### src/rtl/gci_std_display_pkg.sv
// gci_std_display_pkg: constants and helpers shared by the display write path
package gci_std_display_pkg;

    localparam int COLOR_W = 24;
    localparam logic [3:0] MEM_BYTEEN = 4'b0111;

    function automatic int unsigned area_size(input int unsigned h, input int unsigned v);
        return h * v;
    endfunction

endpackage

### src/rtl/gci_std_display_sync_fifo.sv
// gci_std_display_sync_fifo: circular synchronous FIFO, active-low sync reset
module gci_std_display_sync_fifo #(
    parameter int P_W       = 8,
    parameter int P_DEPTH   = 16,
    parameter int P_DEPTH_N = 4
) (
    input  logic                 iCLOCK,
    input  logic                 inRESET,
    input  logic                 push,
    input  logic                 pop,
    input  logic [P_W-1:0]       wdata,
    output logic [P_W-1:0]       rdata,
    output logic                 full,
    output logic                 empty,
    output logic [P_DEPTH_N:0]   count
);

    localparam logic [P_DEPTH_N:0] L_FULL = (P_DEPTH_N+1)'(P_DEPTH);

    logic [P_W-1:0] mem [P_DEPTH];
    logic [P_DEPTH_N-1:0] wr_ptr, rd_ptr;
    logic do_push, do_pop;

    assign full    = count == L_FULL;
    assign empty   = count == '0;
    assign do_push = push && !full;
    assign do_pop  = pop && !empty;
    assign rdata   = mem[rd_ptr];

    always_ff @(posedge iCLOCK) begin
        if (do_push) mem[wr_ptr] <= wdata;
    end

    // pointers wrap naturally because the depth is a power of two
    always_ff @(posedge iCLOCK) begin
        if (!inRESET) begin
            wr_ptr <= '0;
            rd_ptr <= '0;
            count  <= '0;
        end else begin
            if (do_push) wr_ptr <= wr_ptr + 1'b1;
            if (do_pop) rd_ptr <= rd_ptr + 1'b1;
            if (do_push && !do_pop) count <= count + 1'b1;
            else if (do_pop && !do_push) count <= count - 1'b1;
        end
    end

endmodule

### src/rtl/gci_std_display_vram_writer.sv
// gci_std_display_vram_writer: buffers pixel writes and issues them as VRAM word writes
module gci_std_display_vram_writer
    import gci_std_display_pkg::*;
#(
    parameter int P_AREA_H       = 640,
    parameter int P_AREA_V       = 480,
    parameter int P_MEM_ADDR_N   = 23,
    parameter logic [P_MEM_ADDR_N-1:0] P_BASE_ADDR = '0,
    parameter int P_FIFO_DEPTH   = 16,
    parameter int P_FIFO_DEPTH_N = 4
) (
    input  logic                    iCLOCK,
    input  logic                    inRESET,
    input  logic                    iRESET_SYNC,
    input  logic                    iIF_VALID,
    output logic                    oIF_BUSY,
    input  logic [P_MEM_ADDR_N-1:0] iIF_ADDR,
    input  logic [23:0]             iIF_DATA,
    output logic                    oMEM_VALID,
    input  logic                    iMEM_BUSY,
    output logic [P_MEM_ADDR_N-1:0] oMEM_ADDR,
    output logic [31:0]             oMEM_DATA,
    output logic [3:0]              oMEM_BYTEEN,
    output logic                    oIDLE,
    output logic                    oERR
);

    localparam int L_ENT_W = P_MEM_ADDR_N + COLOR_W;
    localparam logic [P_MEM_ADDR_N:0] L_AREA = (P_MEM_ADDR_N+1)'(area_size(P_AREA_H, P_AREA_V));

    logic rst_n, accept, in_range, push, pop, mem_done;
    logic fifo_full, fifo_empty;
    logic [P_FIFO_DEPTH_N:0] fifo_count;
    logic [L_ENT_W-1:0] fifo_rdata;
    logic stage_valid, err;
    logic [P_MEM_ADDR_N-1:0] stage_addr;
    logic [COLOR_W-1:0] stage_data;

    assign rst_n    = inRESET && !iRESET_SYNC;
    assign accept   = iIF_VALID && !fifo_full;
    assign in_range = {1'b0, iIF_ADDR} < L_AREA;
    assign push     = accept && in_range;
    assign mem_done = stage_valid && !iMEM_BUSY;
    assign pop      = !fifo_empty && (!stage_valid || mem_done);

    gci_std_display_sync_fifo #(
        .P_W(L_ENT_W),
        .P_DEPTH(P_FIFO_DEPTH),
        .P_DEPTH_N(P_FIFO_DEPTH_N)
    ) u_fifo (
        .iCLOCK(iCLOCK),
        .inRESET(rst_n),
        .push(push),
        .pop(pop),
        .wdata({P_BASE_ADDR + iIF_ADDR, iIF_DATA}),
        .rdata(fifo_rdata),
        .full(fifo_full),
        .empty(fifo_empty),
        .count(fifo_count)
    );

    // stage holds its contents while the VRAM port stalls
    always_ff @(posedge iCLOCK) begin
        if (!rst_n) begin
            stage_valid <= 1'b0;
            stage_addr  <= '0;
            stage_data  <= '0;
            err         <= 1'b0;
        end else begin
            if (pop) begin
                stage_valid              <= 1'b1;
                {stage_addr, stage_data} <= fifo_rdata;
            end else if (mem_done) begin
                stage_valid <= 1'b0;
            end
            if (accept && !in_range) err <= 1'b1;
        end
    end

    assign oIF_BUSY    = fifo_full;
    assign oMEM_VALID  = stage_valid;
    assign oMEM_ADDR   = stage_addr;
    assign oMEM_DATA   = {8'h00, stage_data};
    assign oMEM_BYTEEN = MEM_BYTEEN;
    assign oIDLE       = (fifo_count == '0) && !stage_valid;
    assign oERR        = err;

endmodule

### config.mk
export PLATFORM = sky130hd
export DESIGN_NAME = gci_std_display_vram_writer
export DESIGN_NICKNAME = d
export VERILOG_FILES = /design/src/rtl/gci_std_display_pkg.sv /design/src/rtl/gci_std_display_sync_fifo.sv /design/src/rtl/gci_std_display_vram_writer.sv
export SDC_FILE = /design/constraint.sdc
export NUM_CORES = 1
export LEC_CHECK = 0
export ABC_AREA = 1
export BUFFER_PORTS_ARGS = -buffer_cell sky130_fd_sc_hd__buf_2
export CORE_ASPECT_RATIO = 1.1
export CORE_MARGIN = 2
export CORE_UTILIZATION = 61
export DETAILED_ROUTE_END_ITERATION = 8
export PLACE_DENSITY_LB_ADDON = 0.2
export SYNTH_ARGS = -nofsm -noshare
export SYNTH_HDL_FRONTEND = slang
export SYNTH_SLANG_ARGS = --single-unit
### constraint.sdc
create_clock -name iCLOCK -period 4.6 [get_ports iCLOCK]
set_clock_uncertainty 0.1 [all_clocks]
set_input_delay 0.69 -clock iCLOCK [delete_from_list [all_inputs] [get_ports iCLOCK]]
set_output_delay 0.69 -clock iCLOCK [all_outputs]
set_load 0.05 [all_outputs]
==> results of run 1 <==
[power breakdown]
part / internal (mW) / switching [mW] / leakage (nW)
sequential: 8.30 / 0.242 / 7.27
clock: 3.60 / 2.70 / 1.22
combinational: 1.66 / 4.59 / 7.57
[how the worst max path moves through the flow]
stage	start	to	cells past startpoint
detailed placement	iIF_ADDR[22]	u_fifo.count[4]	14
floorplan	iIF_ADDR[22]	u_fifo.mem[0][0]	6
global route	iIF_ADDR[22]	u_fifo.count[4]	15
finish	iIF_ADDR[22]	u_fifo.count[4]	14
global placement	iIF_ADDR[22]	u_fifo.count[4]	14
CTS	iIF_ADDR[22]	u_fifo.count[4]	14
[state kept, by name, summed over array words and instances, names as in the netlist]
signal / count
u_fifo.rd_ptr: 4
oMEM_VALID: 1
u_fifo.count: 5
oMEM_ADDR: 23
u_fifo.mem: 752
stage_data: 24
u_fifo.wr_ptr: 4
oERR: 1
[final cells by class]
type | count | area [um^2]
clock inverters | 32 | 284
flip-flops and latches | 814 | 23800
fillers | 4076 | 18000
clock buffers | 112 | 2220
diodes | 1 | 2.50
inverters | 442 | 1680
multi-input cells | 1910 | 8140
well taps | 744 | 931
repair buffers | 152 | 998
[cells in the final DEF, fill, tap and decap left out, types with 12 or more instances in the layout]
master	n
sky130_fd_sc_hd__nand2_1	1209
sky130_fd_sc_hd__edfxtp_1	752
sky130_fd_sc_hd__nand3_1	524
sky130_fd_sc_hd__inv_1	436
sky130_fd_sc_hd__nor2_1	107
sky130_fd_sc_hd__buf_2	102
sky130_fd_sc_hd__clkbuf_16	81
sky130_fd_sc_hd__dfxtp_1	58
sky130_fd_sc_hd__buf_4	41
sky130_fd_sc_hd__clkbuf_1	23
sky130_fd_sc_hd__nor2_4	17
sky130_fd_sc_hd__a21oi_1	14
sky130_fd_sc_hd__conb_1	12
sky130_fd_sc_hd__clkinv_1	12
[metal layers]
metal  vias to the layer above  part of all wire (%)  track usage, %
li1                      10900                     -               -
met1                     11100                    40            37.9
met2                      1091                    49            47.0
met3                       156                   8.4            3.97
met4                         2                   3.0            9.94
met5                         -                 0.016               0
[metrics by stage]
stage	setup WS [ns]	hold WS, ns
final	1.67	0.274
after global routing	1.49	0.286
after CTS	1.76	0.238
after detailed placement	1.10	0.422
after global placement	1.21	0.393
after floorplan	0.693	0.370
[worst max-delay path: stages]
cell,delay [ns]
sky130_fd_sc_hd__buf_2,0.24
sky130_fd_sc_hd__nor2_1,0.17
sky130_fd_sc_hd__nor3b_2,0.30
sky130_fd_sc_hd__nand2_1,0.19
sky130_fd_sc_hd__nor2_4,0.29
sky130_fd_sc_hd__ha_1,0.25
sky130_fd_sc_hd__inv_1,0.11
sky130_fd_sc_hd__fa_1,0.44
sky130_fd_sc_hd__a21oi_1,0.21
sky130_fd_sc_hd__nor2_1,0.08
sky130_fd_sc_hd__o21bai_1,0.12
sky130_fd_sc_hd__nand2_1,0.07
sky130_fd_sc_hd__nand2_1,0.07
sky130_fd_sc_hd__a21oi_1,0.06
[logic make-up (layout without fill, tap and decap cells)]
logic type	after synthesis	count (layout)
and+or+nand+nor	1862	1862
DFF	814	814
buffers and inverters	625	738
AOI/OAI and AO/OA	19	19
adders and majority gates	10	10
xor gates and xnor gates	7	7
other	2	13
==> metrics list, run 1 <==
- Result of the run: completed
- After layout, the minimum clock period comes to 2.93 ns.
- Most numerous cell in the Yosys netlist: sky130_fd_sc_hd__nand2_1
* Most common library cells after synthesis: 1,209 x sky130_fd_sc_hd__nand2_1, 752 x sky130_fd_sc_hd__edfxtp_1, 524 x sky130_fd_sc_hd__nand3_1, 437 x sky130_fd_sc_hd__inv_1, 123 x sky130_fd_sc_hd__nor2_1
* Placed cell count: 4,062
- The H-tree was split into 3 levels.
- Of all cell types, the one taking the most synthesized area is sky130_fd_sc_hd__edfxtp_1.
- The tool flagged a number of max-cap violations equal to 0.
- Starting utilization of the core area: 61.7%
- Summing the sequential cell areas from Yosys gives 68.8% of the chip area.
* Synth Flop Type: sky130_fd_sc_hd__edfxtp_1
- FF+latch count, synth: ~810
* Required time of the critical path: 4.96 ns
- Setup CP Type: in2reg
* Post-layout power: 21.1 mW
* Root buffer selected by CTS: sky130_fd_sc_hd__clkbuf_16
- # clock sinks: 814
- Routed Antenna Nets: 0
- After the last flow step, the layout net total stands at about 3,500.
- The first global-routing pass estimated 126 mm of wire.
* DRT Wirelength: 81.5 mm
* Post CTS Setup Buffer Count: 0
- Cells after synthesis: about 3,300
- Final-report hold violation count: 0
- Setup slack of the worst register-to-register path: between 1.5 and 2 ns
* RSZ-0062 raised after global routing: false
* Number of failing setup endpoints in the final timing report: 0
* Chip Height: 254 um
- Fraction of layout instances using a drive strength above 1: 8.43%
- Die width: about 230 um
- Total congestion overflow after global routing: 0
* Syn Area/Cell: 10.4 um^2
* Actual transition at the worst max-transition pin: 1.21 ns
- Along the worst path, the maximum fanout reaches 17.
* Worst Reg-to-Reg Cells: 8
- The HPWL after detailed placement is roughly 43 mm.
- Type of element launching the critical path: primary input
- Across every metal layer, demand over resource in global routing totals 28.1%.
- Across the VDD grid, the largest voltage drop is 760 uV.
- In this run the static leakage power is 16.1 nW.
* Async set or reset register ratio after synthesis: 0%
- Summing over every cut layer, the via total after detailed routing is 23,200.
* Average wire length per cell after detail routing: just under 20 um
- Clock Path Buffers: 3
* Multiplexer area fraction after synthesis: 0%
- Synth Area in Compound Gates: 0.282%
- Post-route clock period utilization: 63.6%
- Clock latency on the worst-skew pair: 0.62 ns
* Clock tree from TritonCTS: done
- Share of synthesized cell area in full adder, half adder and majority cells: 0.383%
- The cell area that synthesis handed to floorplanning was 34,600 um^2.
- In this run the worst hold path is classified as in2reg.
- Post-place instance area: 35,600 um^2
- The die covers 58,700 um^2.
- The worst hold path was traced through 4 stages.
- In this run the standard cell core region covers about 56,000 um^2.
- Summing all non-filler instances in the final layout gives an area of 38,100 um^2.
- Resized cells post-CTS: 0
- Endpoint of the lowest-slack register-to-register path: oMEM_ADDR[4]
- Derived from the worst setup path, the maximum achievable clock frequency is 342 MHz.
- STA classifies the critical path endpoint as a flip-flop.
* Initial antenna violation count: 2
- The worst hold path begins at iRESET_SYNC.
- Num rows: a little over 90
- In this run the critical register-to-register path is launched from u_fifo.rd_ptr[1].
- Proportion of netlist area held by the largest area contributor: 65.2%
* Clock slew at the register clock pins of the worst setup and hold paths: around 0.060 ns
- At the end of routability-driven placement, the weighted congestion stood at approximately 0.85.
- Aggregate negative setup slack: 0 ns
- Ranked by total cell area, the synthesized netlist is headed by sky130_fd_sc_hd__edfxtp_1 65%, sky130_fd_sc_hd__nand2_1 13%, sky130_fd_sc_hd__nand3_1 7.6%.
- After Yosys synthesis, XOR and XNOR cells account for less than 1% of the synthesized area.
- Largest net degree at the start of global routing: 209
- Sink of the worst hold path: u_fifo.rd_ptr[2]
- Ports placed on the boundary: 115
- The via count of the first global-routing pass was between 20,000 and 25,000.
- Yosys mapped a number of flops with a built-in enable equal to 752.
- Hold repair after CTS inserted 0 buffers.
- Power density cells: around 550 nW/um^2
- Total iterations of the first detailed-routing run: 6
- In the routed layout, each cell is associated on average with a via count of 5.52.
- Final core utilization: 67.9%
- Number of max-slew violations in the final report: 0
- Final standard cell count with taps included and fillers excluded: around 4,200
* CP Data Arrival Time: between 3 and 4 ns
- From synthesis to final layout, the design area changed by 10.0%.
- The number of clock buffers added by TritonCTS is 79.
* Distinct cells, synth: 29
- Number of warnings reported in the yosys synthesis log: 0
* Count of buffers from port buffering: between 100 and 150
- The worst pin sits at a relative slew slack of 19.4%.
- DRC violations left: 0
- After synthesis, the largest family of logic cells by area is simple AND/OR/NAND/NOR gates.
* Fraction of the mapped netlist area in simple logic gates: 22.2%
- Violation count after the first detailed-route iteration: approximately 2,600
No activity file was read; power rests on OpenSTA's default activity.
==> run 2, diff against run 1 <==
==> constraint.sdc (replaced) <==
create_clock -name iCLOCK -period 3 [get_ports iCLOCK]
set_clock_uncertainty 0.1 [all_clocks]
set_input_delay 0.45 -clock iCLOCK [delete_from_list [all_inputs] [get_ports iCLOCK]]
set_output_delay 0.45 -clock iCLOCK [all_outputs]
set_load 0.05 [all_outputs]
==> run 2 against run 1 <==
Die area is the same. Power is 53% higher. First-iteration DRC count rose by 5.3%. Via count increased by 0.37%. Clock power rose by 50%. Hold slack lost 0.21 ns. Sequential cell count did not move. Critical path type is now reg2reg.
==> metrics list, run 2 (same netlist as run 1, synthesis figures left out) <==
* Result of the run: completed
- The congestion estimate from routability-driven global placement came to slightly above 0.8.
- For this run, the top clock speed supported by timing is 397 MHz.
- Number of max-slew violations in the final report: 0
- Share of power burned in the clock network: 29.2%
- Across the run, the number of max-cap violations was 0.
- The number of hold violations in the final report came to 0.
* Post CTS Setup Buffer Count: 0
- The region available for standard cell placement spans about 56,000 um^2.
- Per report_power, the combinational group accounts for 30.8% of the total.
- Die area: 58,700 um^2
- The tree is rooted in a sky130_fd_sc_hd__clkbuf_16.
- After the last flow step, the layout net total stands at 3,487.
* Peak ir drop on the vdd network: around 1600 uV
- The routed design could run at a clock period as short as 2.52 ns.
- The die is 254 um tall.
- The first global-routing pass estimated roughly 130 mm of wire.
- At the worst endpoint, the arrival time is a little under 3 ns.
- In this run, post-CTS repair resized a total of 0 instances.
* Post-route clock period utilization: between 80% and 90%
* Largest net degree at the start of global routing: ~190
* Clock latency on the worst-skew pair: around 0.62 ns
* Post-place instance area: 36,200 um^2
- CTS H-Tree Depth: 3
- The pre-antenna-repair detailed-routing pass consisted of 5 iterations.
* Area taken by multi-input logic gates: 8140 um^2
- Most used cells in the layout excluding fill and tap cells: 1,209 x sky130_fd_sc_hd__nand2_1, 752 x sky130_fd_sc_hd__edfxtp_1, 524 x sky130_fd_sc_hd__nand3_1
- Num rows: 91
- Aggregate negative setup slack: 0 ns
- Ports placed on the boundary: 115
- Via count of the first global-routing pass: 23,100
- Required time of the critical path: roughly 3.4 ns
- RSZ-0062 raised after global routing: false
- Setup violations remaining at the end of the flow were counted as 0.
- For this design the total switching power over the nets is between 10 and 15 mW.
- The tree built by TritonCTS fans out to roughly 810 sinks.
* Estimated wirelength of the detail-placed design: 44.9 mm
- Number of fill cells in the layout: 3,993
* DRT Wirelength: 82.1 mm
* Cts hold-fix bufs: 0
* Clock slew at the register clock pins of the worst setup and hold paths: about 0.06 ns
- P_int: 20.8 mW
* Count of buffers from port buffering: 102
* Area Growth Syn to Fin: 11.7%
* Type of element launching the critical path: flip-flop
* Cell with the largest stage delay on the worst path: sky130_fd_sc_hd__dfxtp_1
- The finished cells cover 38,700 um^2.
- The die is 231 um wide.
* Net switching fraction of the power: 35.7%
- Total GRT Usage: between 20% and 30%
- Registers are responsible for 40.0% of the overall power.
* Setup CP Type: reg2reg
- Sequential cell area: 23,800 um^2
- Actual transition at the worst max-transition pin: roughly 1.0 ns
* Tightest slew margin relative to the limit: 30.1%
- Among the stages of the critical path, the cell type that occurs most often is sky130_fd_sc_hd__nand2_1.
- In this run the remaining antenna-violating nets after routing total 0.
* Average wire length per cell after detail routing: 19.4 um
* Flip-flop count of the largest register, all copies and words added: between 700 and 800
- Hold WC Path Type: in2reg
- Of all nets on the critical path, the largest fanout is 4.
* Critical path cell sequence: nor2_1, nand3_1, nand2_1, nor2_4, ha_1, inv_1, fa_1, a21oi_1, nor2_1, nor2_1, nand2_1, nand2_1, nand2_1, a21oi_1
- The initial utilization of the core area, before any placement, comes to 61.7%.
- Routed vias: 23,300
- In this run the power density over the cells is ~840 nW/um^2.
- Leakage power of the design: 16.3 nW
- In the final layout, the share of cells above drive strength 1 is 9.00%.
* Total congestion overflow after global routing: 0
- TritonCTS built the clock tree.
* Clock Path Buffers: 3
- STA classifies the critical path endpoint as a flip-flop.
* DRC violations left: 0
* Number of buffers created by CTS: 80
* Initial antenna violation count: 1
- The design draws 32.3 mW.
* Vias per std cell: ~5.5
- The library cell used most frequently in the layout, excluding fill and tap cells, is sky130_fd_sc_hd__nand2_1.
* Violation count after the first detailed-route iteration: 2,702
- Top reg by flops: u_fifo.mem
- On the worst path, the slowest cell contributes a delay of a little over 0.4 ns.
==> run 2: path summary, 6_finish.rpt <==
path | from | to | slack (ns) | depth (start not counted)
setup / recovery | u_fifo.count[1] | u_fifo.count[4] | 0.48 | 14
hold / removal | iIF_ADDR[19] | u_fifo.mem[13][43] | 0.06 | 1
setup reg to reg | u_fifo.count[1] | u_fifo.count[4] | 0.48 | 14
hold reg to reg | u_fifo.count[4] | u_fifo.count[4] | 0.40 | 2
==> run 2: cell type report <==
type,instances,area share (%)
antenna,1,0.00647
clock buffer,114,5.78
clock inverter,32,0.547
inverter,442,4.35
multi-input combinational,1910,21.1
sequential,814,61.7
tap,744,2.41
timing repair buffer,177,4.20
==> run 2: per-stage QoR <==
| step | cells | hold WS [ns] | util (%) | worst slack (ns) |
|---|---|---|---|---|
| after floorplan | 3349 | 0.370 | - | -0.667 |
| after global placement | 4087 | 0.386 | 64.5 | 0.0639 |
| after detailed placement | 4087 | 0.396 | 64.5 | 0.0898 |
| after CTS | 4233 | 0.0328 | 68.9 | 0.524 |
| after global routing | 4233 | 0.0532 | 68.9 | 0.287 |
| final | 4234 | 0.0619 | 68.9 | 0.484 |
==> run 2: worst max-delay path: cells and delay by family (launching register included) <==
kind,cells,cell delay (ns)
buffers and inverters,1,0.12
and+or+nand+nor,9,0.92
DFF,1,0.41
AOI/OAI and AO/OA,2,0.28
adders and majority gates,2,0.62
==> run 2: routing by layer <==
layer	track usage, %	routed length (um)
met2	46.9	40200
met3	4.48	7310
met5	0	0
met4	8.53	1670
met1	38.9	32900
==> run 2: power by group through the flow <==
stage | Sequential, mW | Combinational, mW | Clock, mW
finish | 12.9 | 9.96 | 9.43
floorplan | 14.1 | 6.61 | 0
CTS | 12.9 | 9.92 | 9.54
detailed placement | 13.2 | 9.83 | 0
global placement | 13.1 | 9.62 | 0
global route | 13.0 | 11.0 | 9.98
